<file path="src/rtl/write_test_sequencer.sv">
// Run controller for the pipe-in write throughput test: clears the datapath, times the transfer
// from first host word to last checked word, and snapshots errors, timeout and overflow.
module write_test_sequencer #(
  parameter int unsigned LEN_W      = 32,
  parameter int unsigned CLR_CYCLES = 2
) (
  input  logic             okClk,
  input  logic             reset,
  input  logic             arm_i,
  input  logic             abort_i,
  input  logic [LEN_W-1:0] transfer_len_i,
  input  logic [LEN_W-1:0] timeout_cycles_i,
  input  logic             pipe_write_i,
  input  logic             fifo_valid_i,
  input  logic [LEN_W-1:0] error_count_i,
  output logic             fifo_rst_o,
  output logic             pattern_reset_o,
  output logic             timer_on_o,
  output logic [63:0]      clk_counts_o,
  output logic [LEN_W-1:0] words_in_o,
  output logic [LEN_W-1:0] words_checked_o,
  output logic [LEN_W-1:0] errors_latched_o,
  output logic [7:0]       status_o
);

  typedef enum logic [2:0] {
    StIdle      = 3'd0,
    StClear     = 3'd1,
    StWaitFirst = 3'd2,
    StRun       = 3'd3,
    StSettle    = 3'd4,
    StDone      = 3'd5,
    StTimeout   = 3'd6
  } state_e;

  localparam int unsigned     ClrW    = (CLR_CYCLES > 1) ? $clog2(CLR_CYCLES) : 1;
  localparam logic [ClrW-1:0] ClrLast = ClrW'(CLR_CYCLES - 1);

  state_e            state_q, state_d;
  logic [ClrW-1:0]   clr_cnt_q, clr_cnt_d;
  logic [LEN_W-1:0]  len_q, len_d;
  logic [LEN_W-1:0]  tmo_q, tmo_d;
  logic [LEN_W-1:0]  idle_q, idle_d;
  logic [63:0]       clk_counts_q, clk_counts_d;
  logic [LEN_W-1:0]  words_in_q, words_in_d;
  logic [LEN_W-1:0]  words_checked_q, words_checked_d;
  logic [LEN_W-1:0]  errors_q, errors_d;
  logic              done_q, done_d;
  logic              timeout_q, timeout_d;
  logic              overflow_q, overflow_d;
  logic              timer_on_q, timer_on_d;
  logic              fifo_rst_q, fifo_rst_d;
  logic              pattern_reset_q, pattern_reset_d;
  logic              rearm_ok;

  assign rearm_ok = (state_q == StIdle) || (state_q == StDone) || (state_q == StTimeout);

  always_comb begin
    state_d         = state_q;
    clr_cnt_d       = clr_cnt_q;
    len_d           = len_q;
    tmo_d           = tmo_q;
    idle_d          = idle_q;
    clk_counts_d    = clk_counts_q;
    words_in_d      = words_in_q;
    words_checked_d = words_checked_q;
    errors_d        = errors_q;
    done_d          = done_q;
    timeout_d       = timeout_q;
    overflow_d      = overflow_q;
    timer_on_d      = timer_on_q;
    fifo_rst_d      = fifo_rst_q;
    pattern_reset_d = pattern_reset_q;

    if (abort_i && (state_q != StIdle)) begin
      // Counters and snapshot are left intact so the host can inspect a cancelled run.
      state_d         = StIdle;
      timer_on_d      = 1'b0;
      fifo_rst_d      = 1'b0;
      pattern_reset_d = 1'b0;
    end else if (arm_i && rearm_ok) begin
      state_d         = StClear;
      clr_cnt_d       = '0;
      len_d           = transfer_len_i;
      tmo_d           = timeout_cycles_i;
      idle_d          = '0;
      clk_counts_d    = '0;
      words_in_d      = '0;
      words_checked_d = '0;
      errors_d        = '0;
      done_d          = 1'b0;
      timeout_d       = 1'b0;
      overflow_d      = 1'b0;
      fifo_rst_d      = 1'b1;
      pattern_reset_d = 1'b1;
    end else begin
      case (state_q)
        StClear: begin
          clr_cnt_d = clr_cnt_q + ClrW'(1);
          if (clr_cnt_q == ClrLast) begin
            fifo_rst_d      = 1'b0;
            pattern_reset_d = 1'b0;
            if (len_q != '0) begin
              state_d = StWaitFirst;
            end else begin
              state_d  = StDone;
              done_d   = 1'b1;
              errors_d = '0;
            end
          end
        end
        StWaitFirst, StRun: begin
          idle_d = (pipe_write_i || fifo_valid_i) ? '0 : idle_q + LEN_W'(1);
          if (state_q == StWaitFirst) begin
            if (pipe_write_i) begin
              state_d      = StRun;
              clk_counts_d = 64'd1;
              timer_on_d   = 1'b1;
              words_in_d   = LEN_W'(1);
            end
          end else begin
            clk_counts_d = clk_counts_q + 64'd1;
            if (pipe_write_i) begin
              words_in_d = words_in_q + LEN_W'(1);
              if (words_in_q == len_q) overflow_d = 1'b1;
            end
            if (fifo_valid_i) begin
              words_checked_d = words_checked_q + LEN_W'(1);
              if (words_checked_q == len_q - LEN_W'(1)) begin
                state_d    = StSettle;
                timer_on_d = 1'b0;
              end
            end
          end
          if (!pipe_write_i && !fifo_valid_i && (tmo_q != '0) && (idle_d == tmo_q)) begin
            state_d    = StTimeout;
            timer_on_d = 1'b0;
            timeout_d  = 1'b1;
            errors_d   = error_count_i;
          end
        end
        // One cycle lets the registered checker fold in the final word before the snapshot.
        StSettle: begin
          errors_d = error_count_i;
          done_d   = 1'b1;
          state_d  = StDone;
        end
        default: ;
      endcase
    end
  end

  always_ff @(posedge okClk) begin
    if (reset) begin
      state_q         <= StIdle;
      clr_cnt_q       <= '0;
      len_q           <= '0;
      tmo_q           <= '0;
      idle_q          <= '0;
      clk_counts_q    <= '0;
      words_in_q      <= '0;
      words_checked_q <= '0;
      errors_q        <= '0;
      done_q          <= 1'b0;
      timeout_q       <= 1'b0;
      overflow_q      <= 1'b0;
      timer_on_q      <= 1'b0;
      fifo_rst_q      <= 1'b0;
      pattern_reset_q <= 1'b0;
    end else begin
      state_q         <= state_d;
      clr_cnt_q       <= clr_cnt_d;
      len_q           <= len_d;
      tmo_q           <= tmo_d;
      idle_q          <= idle_d;
      clk_counts_q    <= clk_counts_d;
      words_in_q      <= words_in_d;
      words_checked_q <= words_checked_d;
      errors_q        <= errors_d;
      done_q          <= done_d;
      timeout_q       <= timeout_d;
      overflow_q      <= overflow_d;
      timer_on_q      <= timer_on_d;
      fifo_rst_q      <= fifo_rst_d;
      pattern_reset_q <= pattern_reset_d;
    end
  end

  assign fifo_rst_o       = fifo_rst_q;
  assign pattern_reset_o  = pattern_reset_q;
  assign timer_on_o       = timer_on_q;
  assign clk_counts_o     = clk_counts_q;
  assign words_in_o       = words_in_q;
  assign words_checked_o  = words_checked_q;
  assign errors_latched_o = errors_q;
  assign status_o         = {1'b0, (errors_q != '0), overflow_q, timeout_q, done_q, state_q};

endmodule

</file>
<file path="config.mk">
export PLATFORM = sky130hd
export DESIGN_NAME = write_test_sequencer
export DESIGN_NICKNAME = d
export VERILOG_FILES = /design/src/rtl/write_test_sequencer.sv
export SDC_FILE = /design/constraint.sdc
export NUM_CORES = 1
export LEC_CHECK = 0
export CORE_UTILIZATION = 40
export CTS_BUF_LIST = sky130_fd_sc_hd__clkbuf_16
export DETAILED_ROUTE_END_ITERATION = 16
export GPL_TIMING_DRIVEN = 0
export PLACE_DENSITY_LB_ADDON = 0.25
export RECOVER_POWER = 50
export SYNTH_ARGS = -nofsm -noshare
export SYNTH_HDL_FRONTEND = slang
export SYNTH_SLANG_ARGS = --single-unit
</file>
<file path="constraint.sdc">
create_clock -name okClk -period 6.07 [get_ports okClk]
set_clock_uncertainty 0.2 [all_clocks]
set_input_delay 1.214 -clock okClk [delete_from_list [all_inputs] [get_ports okClk]]
set_output_delay 1.214 -clock okClk [all_outputs]
set_load 0.03 [all_outputs]
</file>
==> results of run 1 <==
==> where the power goes <==
group          switching (mW)  internal (mW)  total [mW]
sequential             0.0495           1.78        1.83
combinational           0.460          0.277       0.737
clock                   0.769           1.04        1.81
total                    1.28           3.10        4.38
==> tightest hold or removal path, delay by kind of cell (launching register included) <==
family	cells	cell delay, ps
flip-flops	1	340
AND/OR/NAND/NOR	1	60
AO/OA/AOI/OAI	1	50
==> area by class of cell <==
type,instances,area [sq um],share of cell area
well taps,511,639,0.0325
inverters,58,218,0.0111
clock inverters,25,240,0.0122
plain buffers,140,616,0.0313
clock buffers,29,726,0.0369
repair buffers,270,2700,0.137
multi-input cells,1517,9210,0.469
flip-flops and latches,265,5310,0.270
==> metrics by stage <==
step	hold slack [ps]	power, mW	setup slack [ps]	utilization	instances
final	297	4.38	670	0.521	2815
after global routing	310	4.54	644	0.521	2815
after CTS	292	4.40	987	0.521	2815
after detailed placement	273	2.59	403	0.495	2761
after global placement	256	2.58	377	0.495	2761
after floorplan	238	2.31	2360	-	1980
==> synth_stat cells, types with 4 or more instances <==
| library cell | count |
|---|---|
| clkbuf_1 | 106 |
| buf_2 | 12 |
| mux2i_1 | 16 |
| dfxtp_1 | 265 |
| nand2b_1 | 6 |
| ha_1 | 5 |
| o31ai_1 | 5 |
| nand4_1 | 95 |
| o221ai_1 | 4 |
| nand3b_1 | 7 |
| nand4b_1 | 6 |
| and2_1 | 17 |
| a211o_1 | 5 |
| nor3_1 | 45 |
| nor4_1 | 52 |
| nor3b_1 | 9 |
| a31oi_1 | 10 |
| a21oi_1 | 145 |
| nor4_2 | 5 |
| o221ai_2 | 30 |
| o211ai_1 | 10 |
| and4_1 | 27 |
| buf_1 | 4 |
| o21a_1 | 6 |
| o2111ai_1 | 5 |
| xnor2_1 | 88 |
| or3_1 | 41 |
| or2_2 | 6 |
| nand2_1 | 273 |
| buf_4 | 14 |
| xor2_1 | 112 |
| o21ai_0 | 62 |
| inv_1 | 57 |
| a211oi_1 | 12 |
| nor2_1 | 221 |
| nand3_1 | 63 |
| nor2b_1 | 8 |
| and3_1 | 36 |
| or4_1 | 10 |
==> sequential cells by signal (all words and copies together) (netlist names) <==
signal / flops
clk_counts_o: 64
overflow_q: 1
timer_on_o: 1
words_in_o: 32
len_q: 32
errors_latched_o: 32
tmo_q: 32
state_q: 3
pattern_reset_o: 1
idle_q: 32
done_q: 1
words_checked_o: 32
timeout_q: 1
clr_cnt_q: 1
==> per-layer routing <==
metal,share of wire,vias to the layer above,GRT usage
met4,0.030,0,0.0835
met2,0.45,634,0.430
met1,0.45,7528,0.361
li1,-,7626,-
met5,0,-,0
met3,0.072,106,0.0433
==> worst paths after layout <==
kind	from	endpoint	slack, ps	depth (start not counted)
worst max-delay path	pipe_write_i	errors_latched_o[0]	670	12
worst min-delay path	tmo_q[3]	tmo_q[3]	300	2
worst max register to register	state_q[2]	clk_counts_o[43]	1410	10
worst min register to register	tmo_q[3]	tmo_q[3]	300	2
==> logic make-up (layout without fill, tap and decap cells) <==
logic type      Yosys count  in the layout  share of synthesized area
compound gates          340            340                      0.152
xor+xnor                202            202                      0.117
fa+ha+maj                 5              5                    0.00407
buf+inv                 198            522                     0.0543
flops                   265            265                      0.345
mux                      17             17                     0.0112
other cells               1              1                   0.000244
simple gates            952            952                      0.315
==> layout by cell type, fill, tap and decap left out, drive strengths merged, types with 7 or more instances in the layout <==
cell type        n
nand3           65
nand2          274
nor2b            8
and4            27
clkinv           9
nand4           96
dfxtp          265
a211oi          12
clkdlybuf4s50   99
nor2           221
xor2           112
nor3b           10
and2            17
mux2i           16
a21oi          145
and3            36
or2             10
or3             41
a31oi           10
xnor2           88
or4             12
dlygate4sd3    171
nor3            47
o221ai          34
o21ai           65
buf             31
nand3b           7
inv             68
clkbuf         138
nor4            59
o211ai          10
==> out/metrics.yaml, run 1 <==
syn_inst: 1980
via_per_inst: 5.65
fillers: 3648
grt_max_degree: 16
max_stage_delay_ps: 650
async_flop_share: 0
cts_max_path_buffers: 3
cp_slowest_cell: "nor2_1"
min_period_ps: 5400
gp_congestion: 0.955
dpl_cell_area_sq_um: 18700
syn-num-nets: 2087
yosysWarnings: 0
core_sq_um: 37800
overflow: 0
worst_slew_pin_slew_ps: 1190
wl_per_cell_um: 19.0
grt_usage: 0.266
cts_resized: 0
wirelength_um: 53400
synth-seq-cells: 265
clock_latency_ps: 590
clockRootBuffer: "clkbuf_16"
io_buffers: 270
crit_required_ps: 6370
n_antenna_cell: 0
yosys.area.top_type: "dfxtp_1"
io_pins: 273
grt_pass1_vias: 14720
ys_types: 88
worstSetupEndpointType: "flop"
antenna_found_initial: 1
cts_tree: "yes"
p_leak_nw: 7.25
finalSetupViolCount: 0
drive_gt1_frac: 0.0590
maxCapViolCount: 0
max-vdd-ir-drop_mv: 0.228
worst-path-buf-inv: 4
die-area_sq_um: 39200
grt_pass1_wl_um: 82300
setup-tns-final_ps: 0
drtIter0Drc: 1293
die_h_um: 198
fmax_mhz: 185
area_delta_synth_final_pct: 28.0
hpwl_um: 40700
startpoint_type: "input pin"
synth_edf_count: 0
synth_top_area_share: 0.345
die_w_um: 198
worstPathArrival_ps: 5700
p_per_area_nw_per_um2: 223
cpMostUsedCell: "clkbuf_1"
fin_area_sq_um: 19700
clk_pin_slew_ps: 60
syn_area_sq_um: 15400
h-tree-depth: 1
status: "finished, final reports clean"
slew_headroom: 0.203
cp_top_family: "buffers and inverters"
drtAntennaViolNets: 0
slew_viol_final: 0
period_share: 0.890
dr.pass1.iters: 5
critPathMaxFanout: 10
hp-class: "flop to flop"
rsz0062_at_grt: "false"
remaining_drc_errors: 0
avgSynthCellArea_sq_um: 7.76
clock_sinks: 265
start_util: 0.407
post_cts_buffers: 0
cts_made_buffers: 29
synthFlopType: "dfxtp_1"
fp-row-count: 71
hold_viol: 0
cts_hold_repair.buffers: 0
fin_nets: 2388
vias: 15894
synth_area_leaders: "dfxtp_1, nand2_1, xor2_1, nor2_1, xnor2_1"
yosysSeqAreaShare: 0.345
cp_cell_sequence: "dlygate4sd3_1 -> clkbuf_1 -> nor2_1 -> clkbuf_1 -> nand2_1 -> mux2i_1 -> xor2_1 -> a2111oi_0 -> nor4b_2 -> nand2_2 -> buf_4 -> o221ai_1"
crit_type: "input pin to flop"
Note: power is estimated with default switching activity, not from simulation.
==> inputs of run 2 (changes only) <==
--- a/config.mk
+++ b/config.mk
@@ -5,6 +5,7 @@
 export SDC_FILE = /design/constraint.sdc
 export NUM_CORES = 1
 export LEC_CHECK = 0
+export CORE_ASPECT_RATIO = 0.6
 export CORE_UTILIZATION = 40
 export CTS_BUF_LIST = sky130_fd_sc_hd__clkbuf_16
 export DETAILED_ROUTE_END_ITERATION = 16
==> run 2 against run 1 <==
Net effect:
- clock power down 10%
- sequential share of layout area up 0.21 points
- die area about the same
- fmax down 6.2%
- total power down 4.1%
- highest routed layer is now met5
- combinational power up 0.9%
- utilization down 0.43 points
- hold slack worse by 7.9 ps
- register-to-register slack worse by 230 ps
- critical path depth unchanged
==> out/metrics.yaml, run 2 (same netlist as run 1, synthesis figures left out) <==
status: "finished, final reports clean"
hold_viol: 0
drtAntennaViolNets: 0
wirelength_um: 58300
cts_hold_repair.buffers: 0
clockRootBuffer: "clkbuf_16"
maxCapViolCount: 0
critPathMaxFanout: 10
max_stage_delay_ps: 830
start_util: 0.406
wl_per_cell_um: 20.8
cp_slowest_cell: "nor2_1"
layout_commonest_cell: "nand2_1"
h-tree-depth: 1
grt_usage: 0.289
die_w_um: 255
grt_pass1_wl_um: 87400
cp_cell_sequence: "clkdlybuf4s50_1 -> clkbuf_1 -> nor2_1 -> clkbuf_1 -> o21ai_0 -> xor2_1 -> nand4_1 -> nor4_1 -> nand4b_1 -> o21ai_4 -> buf_6 -> o221ai_2"
cts_resized: 0
grt_pass1_vias: 14411
pre_cts_ws_ps: -26.4
max-vdd-ir-drop_mv: 0.181
die-area_sq_um: 39200
worstPathArrival_ps: 5980
cts_made_buffers: 27
startpoint_type: "input pin"
clock_sinks: 265
hp-class: "flop to flop"
overflow: 0
min_period_ps: 5760
dr.pass1.iters: 6
io_pins: 273
cts_tree: "yes"
largest_reg_flops: 64
post_cts_buffers: 0
via_per_inst: 5.75
cp_top_family: "simple AND/OR/NAND/NOR gates"
period_share: 0.948
clock_latency_ps: 570
slew_headroom: 0.141
core_sq_um: 37800
crit_required_ps: 6290
drive_gt1_frac: 0.0562
remaining_drc_errors: 0
hpwl_um: 45400
gp_congestion: 1.01
slew_viol_final: 0
fmax_mhz: 174
vias: 16165
worstSetupEndpointType: "flop"
worst_slew_pin_slew_ps: 1280
io_buffers: 270
whs_ps: 289
worst_slack_ps: 315
rsz0062_at_grt: "false"
cts_max_path_buffers: 3
die_h_um: 154
clk_pin_slew_ps: 60
cpMostUsedCell: "clkbuf_1"
drtIter0Drc: 1892
grt_max_degree: 14
fin_nets: 2386
p_per_area_nw_per_um2: 215
fp-row-count: 55
finalSetupViolCount: 0
crit_type: "input pin to flop"
mostFrequentLayoutCells: "nand2_1, dfxtp_1, nor2_1"
antenna_found_initial: 2
worst-path-buf-inv: 4
p_leak_nw: 7.17
area_delta_synth_final_pct: 27.0
-- run 2: path summary, 6_finish.rpt --
path	from	endpoint	slack [ps]	depth (start not counted)
max	pipe_write_i	errors_latched_o[22]	310	12
min	tmo_q[28]	tmo_q[28]	290	2
min reg2reg	tmo_q[28]	tmo_q[28]	290	2
max reg2reg	idle_q[0]	errors_latched_o[0]	1180	11
-- run 2: area by class of cell --
type | count | area, sq um
antenna | 2 | 5.00
buffer | 140 | 616
clock buffer | 27 | 676
clock inverter | 18 | 133
fill | 3643 | 18300
inverter | 58 | 218
multi-input combinational | 1517 | 9210
sequential | 265 | 5310
tap | 513 | 642
timing repair buffer | 270 | 2700
-- run 2: per-layer routing --
metal | part of all wire | up-vias | GRT usage | wire length [um]
li1 | - | 7609 | - | -
met1 | 0.49 | 7721 | 0.452 | 28600
met2 | 0.39 | 760 | 0.396 | 22800
met3 | 0.099 | 73 | 0.0626 | 5780
met4 | 0.018 | 2 | 0.0556 | 1080
met5 | 0.00022 | - | 0 | 13
-- run 2: per-stage QoR --
stage	std cells	instance area (sq um)	power, mW	util	TNS, ps
after floorplan	1980	15400	2.31	-	0
after global routing	2809	19500	4.34	0.516	0
after detailed placement	2763	18700	2.59	0.495	-482
after CTS	2808	19500	4.20	0.516	0
after global placement	2763	18700	2.58	0.495	-379
final	2810	19500	4.20	0.516	0
-- run 2: where the power goes --
part	total (mW)	switching [mW]	internal [mW]
logic	0.744	0.468	0.276
clock network	1.62	0.739	0.886
registers	1.83	0.0521	1.78
total	4.20	1.26	2.94
-- run 2: worst register-to-register path, delay by kind of cell (launching register included) --
family / cells / cell delay, ps
fa+ha+maj: 1 / 420
buf+inv: 1 / 280
simple gates: 5 / 2100
mux: 1 / 530
compound gates: 2 / 580
xor+xnor: 1 / 120
flops: 1 / 580
